**src/rtl/jhash_req_arbiter.sv**
```systemverilog
// jhash_req_arbiter: round-robin sharing of one jenkins_hash core among NREQ word streams.
// Optional S_WAIT watchdog is compiled in when JHASH_ARB_TIMEOUT_EN is defined.
//
// state  | meaning
// S_IDLE | no message; pick next valid requester at/after rr pointer
// S_FEED | stream granted requester's words into the core
// S_WAIT | all words sent, waiting for jh_done (or watchdog)
// S_RESP | result held on res_* until res_ready
module jhash_req_arbiter #(
    parameter int NREQ        = 4,
    parameter int SW          = 2,
    parameter int TIMEOUT_CYC = 1024
) (
    input  logic               clk,
    input  logic               rst_n,
    input  logic [NREQ-1:0]    req_valid,
    output logic [NREQ-1:0]    req_ready,
    input  logic [NREQ*64-1:0] req_data,
    input  logic [NREQ*12-1:0] req_len,
    input  logic [NREQ-1:0]    req_last,
    output logic               res_valid,
    input  logic               res_ready,
    output logic [SW-1:0]      res_src,
    output logic [31:0]        res_hash,
    output logic               res_err,
    output logic               jh_ce,
    output logic [63:0]        jh_id,
    output logic               jh_last,
    output logic [11:0]        jh_len,
    input  logic               jh_done,
    input  logic [31:0]        jh_dout,
    output logic               busy
);

    typedef enum logic [1:0] {S_IDLE, S_FEED, S_WAIT, S_RESP} state_t;

    localparam logic [SW:0] NREQ_W = (SW+1)'(NREQ);

    if (NREQ < 2 || NREQ > 16 || SW != $clog2(NREQ) || TIMEOUT_CYC < 1 || TIMEOUT_CYC > 65535)
    begin : g_bad_param
        $error("jhash_req_arbiter: unsupported parameter set");
    end

    state_t         state, state_nxt;
    logic [SW-1:0]  ptr, grant, pick;
    logic [SW:0]    idx;
    logic [11:0]    cnt, len_q, eff_len;
    logic           err, xfer, is_last, len_zero, tmo_hit;
    logic [63:0]    data_arr [NREQ];
    logic [11:0]    len_arr  [NREQ];

    for (genvar g = 0; g < NREQ; g++) begin : g_unpack
        assign data_arr[g] = req_data[64*g +: 64];
        assign len_arr[g]  = req_len[12*g +: 12];
    end

    // Walk downward so the lowest offset from the pointer wins.
    always_comb begin
        pick = ptr;
        idx  = '0;
        for (int i = NREQ-1; i >= 0; i--) begin
            idx = {1'b0, ptr} + (SW+1)'(i);
            if (idx >= NREQ_W) idx = idx - NREQ_W;
            if (req_valid[idx[SW-1:0]]) pick = idx[SW-1:0];
        end
    end

    // A zero length on the first word is run as a one-word message and flagged.
    assign len_zero = (cnt == 12'd0) && (len_arr[grant] == 12'd0);
    assign eff_len  = (cnt != 12'd0) ? len_q : (len_zero ? 12'd1 : len_arr[grant]);
    assign is_last  = (cnt + 12'd1 == eff_len);
    assign busy     = (state != S_IDLE);

`ifdef JHASH_ARB_TIMEOUT_EN
    logic [15:0] tmo_cnt;

    always_ff @(posedge clk or negedge rst_n) begin
        if (!rst_n)                tmo_cnt <= '0;
        else if (state != S_WAIT)  tmo_cnt <= '0;
        else                       tmo_cnt <= tmo_cnt + 16'd1;
    end

    assign tmo_hit = (tmo_cnt == 16'(TIMEOUT_CYC));
`else
    assign tmo_hit = 1'b0;
`endif

    always_comb begin
        state_nxt = state;
        req_ready = '0;
        xfer      = 1'b0;
        case (state)
            S_IDLE: if (|req_valid) state_nxt = S_FEED;
            S_FEED: begin
                req_ready[grant] = 1'b1;
                xfer             = req_valid[grant];
                if (xfer && is_last) state_nxt = S_WAIT;
            end
            S_WAIT: if (jh_done || tmo_hit) state_nxt = S_RESP;
            S_RESP: if (res_ready) state_nxt = S_IDLE;
            default: state_nxt = S_IDLE;
        endcase
    end

    always_ff @(posedge clk or negedge rst_n) begin
        if (!rst_n) begin
            state     <= S_IDLE;
            ptr       <= '0;
            grant     <= '0;
            cnt       <= '0;
            len_q     <= '0;
            err       <= 1'b0;
            jh_ce     <= 1'b0;
            jh_id     <= '0;
            jh_last   <= 1'b0;
            jh_len    <= '0;
            res_valid <= 1'b0;
            res_src   <= '0;
            res_hash  <= '0;
            res_err   <= 1'b0;
        end else begin
            state   <= state_nxt;
            jh_ce   <= xfer;
            jh_last <= xfer & is_last;
            if (xfer) begin
                jh_id  <= data_arr[grant];
                jh_len <= eff_len;
                cnt    <= cnt + 12'd1;
                if (cnt == 12'd0) len_q <= eff_len;
                if (len_zero || (req_last[grant] != is_last)) err <= 1'b1;
            end
            case (state)
                S_IDLE: if (|req_valid) grant <= pick;
                S_WAIT: begin
                    if (jh_done) begin
                        res_valid <= 1'b1;
                        res_src   <= grant;
                        res_hash  <= jh_dout;
                        res_err   <= err;
                    end else if (tmo_hit) begin
                        res_valid <= 1'b1;
                        res_src   <= grant;
                        res_hash  <= '0;
                        res_err   <= 1'b1;
                    end
                end
                S_RESP: if (res_ready) begin
                    res_valid <= 1'b0;
                    res_err   <= 1'b0;
                    ptr       <= (grant == SW'(NREQ-1)) ? '0 : grant + SW'(1);
                    cnt       <= '0;
                    err       <= 1'b0;
                end
                default: ;
            endcase
        end
    end

endmodule

```
**config.mk**
```make
export PLATFORM = sky130hd
export DESIGN_NAME = jhash_req_arbiter
export DESIGN_NICKNAME = d
export VERILOG_FILES = /design/src/rtl/jhash_req_arbiter.sv
export SDC_FILE = /design/constraint.sdc
export NUM_CORES = 1
export LEC_CHECK = 0
export ABC_AREA = 1
export CORE_AREA = 4 4 181 183
export DETAILED_ROUTE_END_ITERATION = 16
export DIE_AREA = 0 0 185 187
export PLACE_DENSITY_LB_ADDON = 0.08
export SETUP_SLACK_MARGIN = 0.5
export SLEW_MARGIN = 0
export SYNTH_ARGS = -nofsm -noshare
export SYNTH_HDL_FRONTEND = slang
export SYNTH_SLANG_ARGS = --single-unit
```
**constraint.sdc**
```tcl
create_clock -name clk -period 2.3 [get_ports clk]
set_clock_uncertainty 0.05 [all_clocks]
set_input_delay 0.23 -clock clk [delete_from_list [all_inputs] [get_ports clk]]
set_output_delay 0.23 -clock clk [all_outputs]
set_load 0.01 [all_outputs]
```
==> Word-level counts from Yosys, hierarchy flattened <==
Index checks and enable logic that the tools add are counted.
{ "totals": {"regBits": 145, "input_bits": 348} }
{ "op_classes": {"n_addsub": 9, "bitwise_logic": 2, "order_cmp": 11, "eq_ne": 10, "muxes": 50, "n_reduce_logical": 17} }
{ "op_table": {"columns": ["operator", "count"], "rows": [
  ["64-bit binary-select mux with 2-bit select", 1],
  ["64-bit two-way mux", 2],
  ["12-bit two-way mux", 7],
  ["2-bit two-way mux", 13],
  ["12-bit binary-select mux with 2-bit select", 1],
  ["12-bit logical NOT", 2],
  ["2-bit by 3-bit less-than comparator with 1-bit output (second input constant)", 5],
  ["1-bit two-way mux", 15],
  ["12-bit by 1-bit adder with 12-bit output (second input constant)", 1],
  ["1-bit binary-select mux with 2-bit select", 6],
  ["12-bit equality test", 1],
  ["3-bit greater-or-equal comparator (second input constant)", 4],
  ["12-bit nonzero test", 1],
  ["2-bit != test (second input constant)", 4],
  ["2-bit case mux with 4 select lines", 1],
  ["2-bit AND reduction", 4],
  ["2-bit by 1-bit subtractor with 2-bit output (second input constant)", 4],
  ["2-bit by 2-bit adder with 3-bit output (second input constant)", 2],
  ["2-bit equality test (second input constant)", 3],
  ["4-bit two-way mux", 1],
  ["1-bit case mux with 2 select lines", 2],
  ["4-bit AND reduction", 1],
  ["2-bit nonzero test", 2],
  ["4-bit OR reduction", 1],
  ["other kinds (13)", 15]
]} }

==> Depth between registers and ports, before layout <==
{ "logic_depth": {"depth_word": 15, "ltp_mapped": 20} }

==> Worst setup path before layout <==
Ideal clock, no wire load.
{ "synth_path": {"kind": "register -> register", "startpoint": "reg cnt[0]", "endpoint": "reg state[0]", "path_stages_with_launch": 19, "t_required_ns": 2.129, "arrival_ns": 1.962, "setup_ns": 0.121, "setup_slack_ns": 0.166, "cell_sequence": "dfrtp_1 inv_1 ha_1 nand2_1 nor2_4 nand2_4 buf_6 nand2_2 nand2_1 nand3_1 nand3_1 nor2_1 nand2_1 nor2_2 nand2_1 nand2_1 nand3_2 nand2_1 o21ai_1"} }
{ "synth_between": {"elab_chain_len": 8, "word_cells_on_any_way": 10, "classes_between": "1 x add/sub; 2 x eq/ne; 2 x mux; 5 x reduce/logical"} }
{ "synth_rtl": {"columns": ["item", "line_no", "source"], "rows": [
  ["from (decl)", "47", "logic [11:0] cnt, len_q, eff_len;"],
  ["from (signal assigned)", "128", "cnt <= cnt + 12'd1;"],
  ["parallel branches: the longest is 4 deep, another holds 12-bit by 1-bit adder with 12-bit output", null, null],
  ["12-bit equality test (*)", "71", "assign is_last = (cnt + 12'd1 == eff_len);"],
  ["1-bit logical AND (*)", "97", "if (xfer && is_last) state_nxt = S_WAIT;"],
  ["2-bit != test (no line) (*)", null, null],
  ["4-bit AND reduction (no line) (*)", null, null],
  ["to (signal assigned)", "122", "state <= state_nxt;"],
  ["to (decl)", "44", "state_t state, state_nxt;"]
]} }
Mark *: on every way between the ends.
A chain may end at the register's enable or synchronous reset.

==> Worst setup path in the final report <==
Ends and elaborated chain as after synthesis.

==> flow_summary.ini <==
[synthesis]
synth_area_per_cell_sq_um = 6.68
post-synth-top-count-cell = nand2_1
yosys_warnings = 0
yosys-top-cells-count = 488 x nand2_1, 173 x o21ai_0, 148 x nor2_1
synth_nets = 1672
yosysTopAreaCell = dfrtp_1
synth.distinct_cells = 35
synth_area_sq_um = 8780
yosysSeqAreaShare_pct = 41.3
netlist.area_leader.share_pct = 41.3
synth-seq-cells = 145
ys_top_cells_by_area = dfrtp_1 41%, nand2_1 21%, o21ai_0 9.9%
synthArstFlopShare_pct = 100
synth_top_flop_cell = dfrtp_1
synth-edff-count = 0
synth_cells = 1314

[timing]
fin_ws_ns = -0.0418
worst_pin_slew_ns = 0.576
max_slew_margin_pct = 61.6
slew_violations = 0
setup_viol = 4
timing.final.crit_share_pct = 102
max_freq_mhz = 427
post-route-min-period_ns = 2.34
finalHoldViolations = 0
whs_ns = 0.282
rsz0062_at_grt = yes

[place]
dp_cells = 2181
dp.final_hpwl_um = 31800
place.gp.congestion = 0.884
pre_cts_slack_ns = -0.108
portBuffers = 466

[hold_path]
min_path_type = primary input to flip-flop
holdPathStages = 3
hold_path.startpoint = jh_dout[0]
whs_endpoint = res_hash[0]

[worst_setup_path]
crit_path_end_kind = flip-flop
r2r_start = cnt[0]
cp_cell_sequence = inv_2, ha_4, nand2_2, nor2_4, nand2_4, nand2_2, nand2_1, nand2_1, nand2_1, inv_1, nand2_1, nor2_2, nand2_2, nor2_4, nand2_1, nand2_1, nand3_2, nand2_1, o21ai_1
cpPeakStageDelay_ns = 0.41
critPathRequiredTime_ns = 2.56
critPathMaxFanout = 7
cpMostUsedCell = nand2_1
critPathKind = flip-flop to flip-flop
r2r_end = state[0]
cp.arrival_ns = 2.61
start_kind = flip-flop
r2r_setup_slack_ns = -0.04
ff2ff_path_depth = 19
cp_slowest_cell = dfrtp_1

[clock_network]
clock_path_buffers = 2
cts_tree = built
clk_pin_slew_ns = 0.07
h-tree-depth = 4
cts_sinks = 145
clock_latency_ns = 0.44
cts_buffers = 17
root_buffer = clkbuf_16

[power_and_ir_drop]
p_leak_uw = 0.00806
vdd_ir_drop_max_mv = 0.682
powerDensity_nw_per_um2 = 1220

[layout]
nFillCells = 2921
synthToLayoutAreaGrowth_pct = 99.5
drive_above_1_share_pct = 25.1
fin_util_pct = 56.1
nets = 2224
final_cells = 2287

[outcome]
failed_checks = negative setup slack
status = complete, but fails checks

[global_routing]
grt_pass1_vias = 11000
antenna_found_initial = 7
groute.usage.overall_pct = 25.6
grt_overflow = 0
grt_pass1_wl_um = 67200
grt_start_max_net_pins = 114

[route]
vias = 11200
routedWlPerCell_um = 20.2
wl_um = 46100
drt-vias-per-instance = 4.89
drtIter0Drc = 624
remaining_drc_errors = 0
final_antenna_net_count = 0
first_pass_iters = 8

[floorplanning]
die_h_um = 187
io_pins = 467
die_area_sq_um = 34600
rows = 65
core_area_sq_um = 31200
initial_core_util_pct = 28.1
die_x_um = 185

[run]
cap_viol_max_count = 0
flip-flops by register name (all words and copies together) (netlist names):
register and flops:
jh_id 64, res_hash 32, cnt 12, jh_len 12, len_q 12, grant 2
ptr 2, res_src 2, state 2, err 1, jh_ce 1, jh_last 1
res_err 1, res_valid 1
worst max-delay path, delay by kind of cell, from the launching register on:
family                   cells  cell delay (ns)
AND/OR/NAND/NOR             15             1.42
flip-flops                   1             0.41
buffers and inverters        2             0.15
adder cells (fa/ha/maj)      1             0.14
AO/OA/AOI/OAI                1             0.05
power breakdown:
group | switching [uW] | internal (uW) | leakage [uW] | total (uW)
registers | 829 | 3580 | 0.00184 | 4410
clock network | 1250 | 1570 | 0.000278 | 2820
logic | 7540 | 6520 | 0.00594 | 14100
routing by layer:
metal  track usage [%]  part of all wire [%]  up-vias
li1                  -                     -     5401
met1              31.1                    40     5352
met2              44.4                    52      363
met3              7.02                   6.3       55
met4              6.80                   2.4        2
met5                 0                 0.028        -
stage by stage:
stage          cell area, sq um  power, uW  TNS (ns)
2_1_floorplan              8830       9580         0
3_3_place_gp              14400      14300    -0.197
3_5_place_dp              14400      14400    -0.262
4_1_cts                   16600      20100   -0.0269
5_1_grt                   17500      22800    -0.907
6_report                  17500      21300    -0.126
kinds of logic (layout without fill, tap and decap cells):
| family | Yosys count | count (layout) | share of synthesized area, % |
|---|---|---|---|
| buffers and inverters | 155 | 719 | 7.04 |
| other | 0 | 6 | 0 |
| xor gates and xnor gates | 4 | 4 | 0.399 |
| adders and majority gates | 10 | 10 | 1.43 |
| DFF | 145 | 145 | 41.3 |
| AOI/OAI and AO/OA | 270 | 270 | 16.6 |
| and+or+nand+nor | 730 | 731 | 33.2 |
cell usage in the layout (no fill, tap or decap), drive strengths merged, types with 10 or more instances in the layout:
cell type	n
a21oi	19
buf	151
clkbuf	21
clkdlybuf4s50	456
dfrtp	145
ha	10
inv	77
nand2	494
nand3	66
nor2	157
o21ai	177
o22ai	67
cell type report:
| class | count | area (sq um) | share of cell area (%) |
|---|---|---|---|
| Clock inverter | 12 | 124 | 0.707 |
| Multi-Input combinational cell | 1015 | 5810 | 33.2 |
| Timing Repair Buffer | 613 | 6640 | 37.9 |
| Sequential cell | 145 | 3640 | 20.8 |
| Antenna cell | 6 | 15.0 | 0.0858 |
| Clock buffer | 20 | 457 | 2.61 |
| Timing Repair inverter | 2 | 25.0 | 0.143 |
| Inverter | 72 | 305 | 1.74 |
| Tap cell | 402 | 503 | 2.87 |
worst max path at each step:
stage / cells after the start / startpoint / to / slack (ns)
floorplan: 18 / cnt[0] / state[0] / 0.28
global placement: 16 / req_len[46] / state[0] / -0.08
detailed placement: 16 / req_len[46] / state[0] / -0.11
CTS: 18 / cnt[0] / state[0] / -0.01
global route: 20 / cnt[0] / state[1] / -0.27
finish: 19 / cnt[0] / state[0] / -0.04
repair_timing:
action                     in CTS  in global routing
setup endpoints to repair     111                111
hold endpoints to repair       47                  0
setup buffers                  32                  9
pin swaps                      71                 72
gates cloned                   26                  0
hold buffers                    1                  0
resized for setup             299                211
(Power assumes the default switching activity.)
